`config.mk`:
```
export PLATFORM = sky130hd
export DESIGN_NAME = decode_stage
export DESIGN_NICKNAME = d
export VERILOG_FILES = /design/src/rtl/decode_stage.sv
export SDC_FILE = /design/constraint.sdc
export NUM_CORES = 1
export LEC_CHECK = 0
export CAP_MARGIN = 20
export CORE_MARGIN = 4
export CORE_UTILIZATION = 25
export CTS_CLUSTER_DIAMETER = 120
export DETAILED_ROUTE_END_ITERATION = 8
export PLACE_DENSITY_LB_ADDON = 0.12
export SKIP_CTS_REPAIR_TIMING = 1
export SYNTH_ARGS = -nofsm -noshare
export SYNTH_HDL_FRONTEND = slang
export SYNTH_SLANG_ARGS = --single-unit
```
`constraint.sdc`:
```
create_clock -name clk -period 2.8 [get_ports clk]
set_input_delay 0.56 -clock clk [delete_from_list [all_inputs] [get_ports clk]]
set_output_delay 0.56 -clock clk [all_outputs]
set_load 0.1 [all_outputs]
```
`src/rtl/decode_stage.sv`:
```
// RV32I decode pipeline stage: holds one instruction, aligns the register
// file's registered read data with it and bypasses same-edge writeback.
module decode_stage #(
  parameter int XLEN = 32
) (
  input  logic            clk,
  input  logic            nrst,
  input  logic            if_valid,
  input  logic [31:0]     if_instr,
  input  logic [XLEN-1:0] if_pc,
  output logic            if_ready,
  input  logic            flush,
  output logic [4:0]      rf_radd1,
  output logic [4:0]      rf_radd2,
  input  logic [XLEN-1:0] rf_rs1,
  input  logic [XLEN-1:0] rf_rs2,
  input  logic            wb_wen,
  input  logic [4:0]      wb_wadd,
  input  logic [XLEN-1:0] wb_wdata,
  input  logic            ex_is_load,
  input  logic [4:0]      ex_rd,
  input  logic            ex_ready,
  output logic            id_valid,
  output logic [XLEN-1:0] id_pc,
  output logic [XLEN-1:0] id_op1,
  output logic [XLEN-1:0] id_op2,
  output logic [31:0]     id_imm,
  output logic [4:0]      id_rd,
  output logic [3:0]      id_alu_op,
  output logic            id_use_imm,
  output logic            id_use_pc,
  output logic            id_reg_wr,
  output logic            id_mem_rd,
  output logic            id_mem_wr,
  output logic            id_branch,
  output logic            id_jump,
  output logic            id_illegal
);

  localparam logic [6:0]  OPC_LUI    = 7'b0110111;
  localparam logic [6:0]  OPC_AUIPC  = 7'b0010111;
  localparam logic [6:0]  OPC_JAL    = 7'b1101111;
  localparam logic [6:0]  OPC_JALR   = 7'b1100111;
  localparam logic [6:0]  OPC_BRANCH = 7'b1100011;
  localparam logic [6:0]  OPC_LOAD   = 7'b0000011;
  localparam logic [6:0]  OPC_STORE  = 7'b0100011;
  localparam logic [6:0]  OPC_OPIMM  = 7'b0010011;
  localparam logic [6:0]  OPC_OP     = 7'b0110011;
  localparam logic [6:0]  OPC_MISC   = 7'b0001111;
  localparam logic [31:0] NOP_INSTR  = 32'h0000_0013;

  function automatic logic [31:0] i_imm(input logic [31:0] ins);
    return {{20{ins[31]}}, ins[31:20]};
  endfunction

  function automatic logic [31:0] s_imm(input logic [31:0] ins);
    return {{20{ins[31]}}, ins[31:25], ins[11:7]};
  endfunction

  function automatic logic [31:0] b_imm(input logic [31:0] ins);
    return {{19{ins[31]}}, ins[31], ins[7], ins[30:25], ins[11:8], 1'b0};
  endfunction

  function automatic logic [31:0] u_imm(input logic [31:0] ins);
    return {ins[31:12], 12'h000};
  endfunction

  function automatic logic [31:0] j_imm(input logic [31:0] ins);
    return {{11{ins[31]}}, ins[31], ins[19:12], ins[20], ins[30:21], 1'b0};
  endfunction

  logic            full_q, full_d;
  logic [31:0]     instr_q, instr_d;
  logic [XLEN-1:0] pc_q, pc_d;
  logic            fwd1_v_q, fwd1_v_d, fwd2_v_q, fwd2_v_d;
  logic [XLEN-1:0] fwd1_d_q, fwd1_d_d, fwd2_d_q, fwd2_d_d;

  logic [6:0]  opcode_s;
  logic [2:0]  funct3_s;
  logic [4:0]  rs1_s, rs2_s;
  logic [31:0] imm_s;
  logic [3:0]  alu_op_s;
  logic        reg_wr_s, mem_rd_s, mem_wr_s, branch_s, jump_s, illegal_s;
  logic        use_imm_s, use_pc_s, uses_rs1_s, uses_rs2_s;
  logic        hazard_s, if_ready_s, accept_s;

  assign opcode_s = instr_q[6:0];
  assign funct3_s = instr_q[14:12];
  assign rs1_s    = instr_q[19:15];
  assign rs2_s    = instr_q[24:20];

  // Decode the held instruction into immediate, ALU op and control flags.
  always_comb begin
    imm_s      = 32'h0000_0000;
    alu_op_s   = 4'h0;
    reg_wr_s   = 1'b0;
    mem_rd_s   = 1'b0;
    mem_wr_s   = 1'b0;
    branch_s   = 1'b0;
    jump_s     = 1'b0;
    illegal_s  = 1'b0;
    use_imm_s  = 1'b0;
    use_pc_s   = 1'b0;
    uses_rs1_s = 1'b1;
    uses_rs2_s = 1'b0;
    case (opcode_s)
      OPC_LUI: begin
        imm_s = u_imm(instr_q); reg_wr_s = 1'b1; use_imm_s = 1'b1; uses_rs1_s = 1'b0;
      end
      OPC_AUIPC: begin
        imm_s = u_imm(instr_q); reg_wr_s = 1'b1; use_imm_s = 1'b1; use_pc_s = 1'b1;
        uses_rs1_s = 1'b0;
      end
      OPC_JAL: begin
        imm_s = j_imm(instr_q); reg_wr_s = 1'b1; jump_s = 1'b1; use_imm_s = 1'b1;
        use_pc_s = 1'b1; uses_rs1_s = 1'b0;
      end
      OPC_JALR: begin
        imm_s = i_imm(instr_q); reg_wr_s = 1'b1; jump_s = 1'b1; use_imm_s = 1'b1;
      end
      OPC_BRANCH: begin
        imm_s = b_imm(instr_q); branch_s = 1'b1; alu_op_s = {1'b0, funct3_s};
        uses_rs2_s = 1'b1;
      end
      OPC_LOAD: begin
        imm_s = i_imm(instr_q); reg_wr_s = 1'b1; mem_rd_s = 1'b1; use_imm_s = 1'b1;
      end
      OPC_STORE: begin
        imm_s = s_imm(instr_q); mem_wr_s = 1'b1; use_imm_s = 1'b1; uses_rs2_s = 1'b1;
      end
      OPC_OPIMM: begin
        imm_s = i_imm(instr_q); reg_wr_s = 1'b1; use_imm_s = 1'b1;
        // bit 30 is only an opcode bit for shifts-right; elsewhere it is immediate
        if (funct3_s == 3'b101) alu_op_s = {instr_q[30], funct3_s};
        else                    alu_op_s = {1'b0, funct3_s};
      end
      OPC_OP: begin
        reg_wr_s = 1'b1; alu_op_s = {instr_q[30], funct3_s}; uses_rs2_s = 1'b1;
      end
      OPC_MISC: illegal_s = 1'b0;
      default:  illegal_s = 1'b1;
    endcase
  end

  assign hazard_s = full_q & ex_is_load & (ex_rd != 5'd0) &
                    ((uses_rs1_s & (ex_rd == rs1_s)) | (uses_rs2_s & (ex_rd == rs2_s)));
  assign if_ready_s = ~flush & (~full_q | (ex_ready & ~hazard_s));
  assign accept_s   = if_valid & if_ready_s;

  assign if_ready = if_ready_s;
  assign rf_radd1 = accept_s ? if_instr[19:15] : rs1_s;
  assign rf_radd2 = accept_s ? if_instr[24:20] : rs2_s;

  // Next-state for the holding register and the same-edge writeback bypass.
  always_comb begin
    full_d  = full_q;
    instr_d = instr_q;
    pc_d    = pc_q;
    if (flush) begin
      full_d = 1'b0;
    end else if (accept_s) begin
      full_d  = 1'b1;
      instr_d = if_instr;
      pc_d    = if_pc;
    end else if (full_q & ex_ready & ~hazard_s) begin
      full_d = 1'b0;
    end else begin
      full_d = full_q;
    end
    fwd1_v_d = wb_wen & (wb_wadd != 5'd0) & (wb_wadd == rf_radd1);
    fwd2_v_d = wb_wen & (wb_wadd != 5'd0) & (wb_wadd == rf_radd2);
    fwd1_d_d = wb_wdata;
    fwd2_d_d = wb_wdata;
  end

  // Stage registers; reset loads a NOP so the decoded bundle reads as zero.
  always_ff @(posedge clk or negedge nrst) begin
    if (!nrst) begin
      full_q   <= 1'b0;
      instr_q  <= NOP_INSTR;
      pc_q     <= {XLEN{1'b0}};
      fwd1_v_q <= 1'b0;
      fwd2_v_q <= 1'b0;
      fwd1_d_q <= {XLEN{1'b0}};
      fwd2_d_q <= {XLEN{1'b0}};
    end else begin
      full_q   <= full_d;
      instr_q  <= instr_d;
      pc_q     <= pc_d;
      fwd1_v_q <= fwd1_v_d;
      fwd2_v_q <= fwd2_v_d;
      fwd1_d_q <= fwd1_d_d;
      fwd2_d_q <= fwd2_d_d;
    end
  end

  assign id_valid   = full_q & ~hazard_s & ~flush;
  assign id_pc      = pc_q;
  assign id_op1     = (rs1_s == 5'd0) ? {XLEN{1'b0}} : (fwd1_v_q ? fwd1_d_q : rf_rs1);
  assign id_op2     = (rs2_s == 5'd0) ? {XLEN{1'b0}} : (fwd2_v_q ? fwd2_d_q : rf_rs2);
  assign id_imm     = imm_s;
  assign id_alu_op  = alu_op_s;
  // Flags are qualified by full so an empty stage presents an all-zero bundle.
  assign id_reg_wr  = full_q & reg_wr_s & ~illegal_s;
  assign id_rd      = id_reg_wr ? instr_q[11:7] : 5'd0;
  assign id_mem_rd  = full_q & mem_rd_s;
  assign id_mem_wr  = full_q & mem_wr_s;
  assign id_branch  = full_q & branch_s;
  assign id_jump    = full_q & jump_s;
  assign id_illegal = full_q & illegal_s;
  assign id_use_imm = full_q & use_imm_s;
  assign id_use_pc  = full_q & use_pc_s;

endmodule

```
---- Word-level counts from Yosys, hierarchy flattened ----
Index checks and enable logic that the tools add are counted.
operators by class
  reduce and logical (&&, ||, !) cells .... 15
  order comparisons ....................... 0
  muxes and demuxes ....................... 23
  add/subtract/negate cells ............... 0
  $mul .................................... 0
  div/mod/pow operators ................... 0
  bitwise operators ....................... 29
  equality and inequality tests ........... 15
  shifts and indexed selects .............. 0
operators by type and width
  kind                  count
  $pmux W32 S5          1
  $mux W32              4
  $and A1 B1 Y1         24
  $eq A7 B6 Y1 const B  3
  $eq A7 B7 Y1 const B  3
  $eq A5 B5 Y1          4
  $mux W5               3
  $eq A7 B5 Y1 const B  2
  $reduce_or A7 Y1      2
  $mux W1               13
  $pmux W4 S3           1
  $logic_not A5 Y1      2
  $reduce_bool A5 Y1    2
  $reduce_or A10 Y1     1
  $reduce_or A3 Y1      3
  $eq A7 B2 Y1 const B  1
  $eq A7 B4 Y1 const B  1
  $reduce_or A2 Y1      3
  $mux W4               1
  $eq A3 B3 Y1 const B  1
  $not A1 Y1            3
  $reduce_bool A3 Y1    1
  $or A1 B1 Y1          2
  $reduce_and A2 Y1     1
storage, ports and cells
  latch bits .............................. 0
  memories ................................ 0
  bits in read-only memories .............. 0
  input port bits ......................... 177
  RAM bits ................................ 0
  register bits after elaboration ......... 99
  output and inout bits ................... 157

---- Depth between registers and ports, before layout ----
  depth in word-level cells ............... 14
  mapped depth ............................ 9
  gate-level depth less buffers ........... 7

---- Worst setup path after synthesis ----
Ideal clock, no wire load.
  path kind ............................... flip-flop to output port
  from .................................... register instr_q[6]
  to ...................................... output id_illegal
  arrival ................................. 4.371 ns
  setup slack ............................. -2.131 ns
  cell stages (with the launch flop) ...... 6
  data required time ...................... 2.240 ns
  cells stage by stage .................... dfrtp_1 > clkbuf_1 > or2_2 > o22ai_1 > nor2_1 > nor4b_1
between the ends
  cells in the longest elaborated chain, start to end .. 4
  elaborated cells between the ends (all ways) .. 13
ends and longest elaborated chain
  element                               RTL line  source
  start: declaration                    73        logic [31:0] instr_q, instr_d;
  start signal: assignment              188       instr_q <= instr_d;
  $eq A7 B5 Y1 (tied with other cells)  106       case (opcode_s)
  $reduce_or A10 Y1 (no source line) *  -
  $mux W1 *                             106
  $and A1 B1 Y1 *                       210       assign id_illegal = full_q & illegal_s;
  end: declaration                      37        output logic id_illegal
Mark *: on every way between the ends. The rest lies on a longest branch, timed or not.

---- Final worst setup path ----
  from .................................... register instr_q[1]
  to ...................................... output rf_radd2[1]
between the ends
  cells in the longest elaborated chain, start to end .. 12
  elaborated cells between the ends (all ways) .. 20
ends and longest elaborated chain
  element                               RTL line  source
  $eq A7 B7 Y1 (tied with other cells)  106
  $reduce_or A3 Y1 (no source line)     -
  $mux W1                               106
  $and A1 B1 Y1                         146       ((uses_rs1_s & (ex_rd == rs1_s)) | (uses_rs2_s & (ex_rd == rs2_s)));
  $or A1 B1 Y1 *                        146
  $and A1 B1 Y1 *                       145       assign hazard_s = full_q & ex_is_load & (ex_rd != 5'd0) &
  $not A1 Y1 *                          147       assign if_ready_s = ~flush & (~full_q | (ex_ready & ~hazard_s));
  $and A1 B1 Y1 *                       147
  $or A1 B1 Y1 *                        147
  $and A1 B1 Y1 *                       147
  $and A1 B1 Y1 *                       148       assign accept_s = if_valid & if_ready_s;
  $mux W5 *                             152       assign rf_radd2 = accept_s ? if_instr[24:20] : rs2_s;
  end: declaration                      14        output logic [4:0] rf_radd2,
Marked as above.

==> flow_summary.toml <==
[global_routing]
globalRouteOverflowTotal = 0
antenna_found_initial = 2
vias_in_the_first_global_route = 5856
largest_net_degree_at_the_start_of_global_routing = 50
grt_util_all_layers_pct = 18.89
first_pass_grt_wire_length_um = 34910

[logic_synthesis]
yosys.cell_types.count = 55
synthFlopType = "sky130_fd_sc_hd__dfrtp_1"
syn-instance-count = 500
postSynth.asyncResetShare_pct = 100.0
synth_largest_type_area_fraction_pct = 44.39
yosys_warnings = 0
synth_largest_area_cell = "sky130_fd_sc_hd__dfrtp_1"
synth_cell_count_leaders = "sky130_fd_sc_hd__dfrtp_1 (96), sky130_fd_sc_hd__nor2_1 (87), sky130_fd_sc_hd__mux2_2 (69)"
mappedNetlistArea_sq_mm = 0.005411
register_area_share_after_synthesis_pct = 45.85
yosys.cell_count.top_type = "sky130_fd_sc_hd__dfrtp_1"
netlist_top_cells_area = "sky130_fd_sc_hd__dfrtp_1 (44%), sky130_fd_sc_hd__mux2_2 (14%), sky130_fd_sc_hd__mux2i_1 (12%), sky130_fd_sc_hd__nor2_1 (6.0%), sky130_fd_sc_hd__a21o_1 (2.6%)"
syn_nets = 677
synth_enable_flop_cells = 0
post_synth.cell_area_avg_sq_um = 10.82
synth_seq_cells = 99

[setup_path]
setup.worst_path.class = "register to output port"
worst_ep_arrival_time_ns = 2.66
crit_path_max_fanout = 6
crit_path_end_kind = "output port"
timing.critical_path.from_type = "register"
cp_data_required_time_ns = 2.24

[cells_and_area]
flow.area_growth_from_synthesis_pct = 121.3
drive_above_1_share_pct = 50.94
finish.utilization_pct = 56.62
fillers = 1732
finish.cell_count_without_fillers = 1177
num-nets-final = 1073

[cts]
cts_root_buf = "sky130_fd_sc_hd__clkbuf_16"
cts_num_sinks = 99
cts-htree-levels = 3
clock_latency_ns = 0.35
cts_buffer_depth = 2
cts_buffers = 9
tritoncts = "built"
clk_transition_reported_paths_ns = 0.08

[timing]
worst_pin_slew_ns = 0.5834
final_critical_path_setup_slack_ns = -0.4167
grt_setup_unrepaired = "true"
timing.final.setup_violations = 50
hold_viol_final = 0
post-route-min-period_ns = 3.217
slew_headroom_pct = 61.11
post-route-period-util_pct = 114.9
setup_clock_skew_after_layout_ns = 0.008044
timing.final.max_slew_violations = 0
fmax_mhz = 310.9

[die]
die-area_sq_mm = 0.02406
floorplan.die.width_um = 155.1
initial_core_util_pct = 25.58
die_y_um = 155.1
core-area_sq_mm = 0.02115
top_level_ports = 334
count_of_standard_cell_rows = 53

[pwr]
part_of_the_total_power_dissipated_in_the_clock_network_pct = 17.2
netSwitchingPower_uw = 3565
power_switching_share_pct = 47.78
totalPowerFinal_uw = 7462
pwr_density_cell_mw_per_mm2 = 623.0
power_frac_seq_pct = 24.3
worst_ir_drop_vdd_mv = 0.4365
leakagePower_uw = 0.005017
intPower_uw = 3896
gate_power_share_pct = 58.5

[routing]
route.vias.total = 5525
drc_errors = 0
drt_pre_antenna_iters = 4
avgRoutedWirePerCell_um = 20.98
post_route_antenna_net_violation_count = 0
detail_route.vias_per_cell = 4.694
wl_um = 24700
dr.first_iter.drc_count = 140

[placement]
dp_hpwl_um = 18870
io_buffer_count = 333
placedCellCount = 1133
place_congestion = 0.8749

[job]
maxCapViolations = 0

[worst_hold_path]
hold_class = "primary input to async pin"

[run_status]
violated_checks = "setup timing"
status = "complete, but fails checks"
[registers in the layout (all words and copies together) (netlist names)]
register and count:
fwd2_d_q 32, full_q 1, fwd1_v_q 1, fwd2_v_q 1, id_pc 32, instr_q 32
[cell families after synthesis]
group	after synthesis	share of synthesized area, %
AND/OR/NAND/NOR	151	13.39
multiplexers	134	26.40
flip-flops	99	45.85
AO/OA/AOI/OAI	60	8.879
buffers and inverters	43	3.376
XOR/XNOR	13	2.104
[layer usage]
layer  global-route usage, %  vias up  share of wire [%]
met5                       0        -              0.028
met4                   7.107        2                2.7
met3                   7.232       33                9.8
met2                   31.85      232                 49
met1                   21.76     2705                 38
li1                        -     2553                  -
[power groups by stage]
stage	sequential, uW	clock, uW	combinational, uW
floorplan	2430	0	1960
global placement	1830	0	4140
detailed placement	1840	0	4170
CTS	1810	1340	4170
global route	1840	1380	4500
finish	1810	1280	4370
[cell type report]
type / instances / area [sq um] / area share (%)
repair buffers: 415 / 5414 / 45.20
clock inverters: 6 / 56.30 / 0.4701
well taps: 275 / 344.1 / 2.873
inverters: 13 / 48.80 / 0.4074
multi-input cells: 358 / 3386 / 28.27
clock buffers: 10 / 239.0 / 1.995
diodes: 1 / 2.502 / 0.02089
flip-flops and latches: 99 / 2487 / 20.77
[metrics by stage]
| step | area [sq um] | worst slack [ns] | TNS [ns] | hold WS (ns) |
|---|---|---|---|---|
| floorplan | 5797 | -0.7097 | -6.706 | 0.2644 |
| global placement | 11000 | -0.6387 | -23.59 | 0.4899 |
| detailed placement | 11000 | -0.6671 | -25.21 | 0.4965 |
| CTS | 11300 | -0.6694 | -15.71 | 0.2101 |
| global route | 11980 | -0.4844 | -14.97 | 0.2238 |
| finish | 11980 | -0.4167 | -10.52 | 0.2012 |
[cells in the final DEF (no fill, tap or decap), types with 10 or more instances in the layout]
cell	n
sky130_fd_sc_hd__a21o_4	10
sky130_fd_sc_hd__buf_4	84
sky130_fd_sc_hd__dfrtp_1	91
sky130_fd_sc_hd__inv_1	13
sky130_fd_sc_hd__nor2_2	59
sky130_fd_sc_hd__nor2_4	11
sky130_fd_sc_hd__clkdlybuf4s50_1	171
sky130_fd_sc_hd__buf_12	135
sky130_fd_sc_hd__buf_6	15
sky130_fd_sc_hd__mux2i_1	64
sky130_fd_sc_hd__mux2_2	61
sky130_fd_sc_hd__nor2_1	17
sky130_fd_sc_hd__clkbuf_16	15
[critical path, cell delays in order (launching register included)]
cell and delay (ns):
sky130_fd_sc_hd__dfstp_2 0.60, sky130_fd_sc_hd__nand3_4 0.08, sky130_fd_sc_hd__or4b_4 0.49, sky130_fd_sc_hd__and4_4 0.20, sky130_fd_sc_hd__o22ai_4 0.24, sky130_fd_sc_hd__buf_12 0.17, sky130_fd_sc_hd__mux2_4 0.33, sky130_fd_sc_hd__buf_12 0.17
[path summary, 6_finish.rpt]
kind | from | end | slack (ns) | cells past startpoint
worst max-delay path | instr_q[1] | rf_radd2[1] | -0.42 | 7
worst min-delay path | nrst | instr_q[6] | 0.20 | 1
worst max register to register | instr_q[1] | fwd2_v_q | 0.08 | 9
worst min register to register | id_pc[11] | id_pc[11] | 0.51 | 1
max in group asynchronous | nrst | fwd2_d_q[16] | 1.94 | 2
min in group clk | id_pc[11] | id_pc[11] | 0.51 | 1
(Power assumes the default switching activity.)
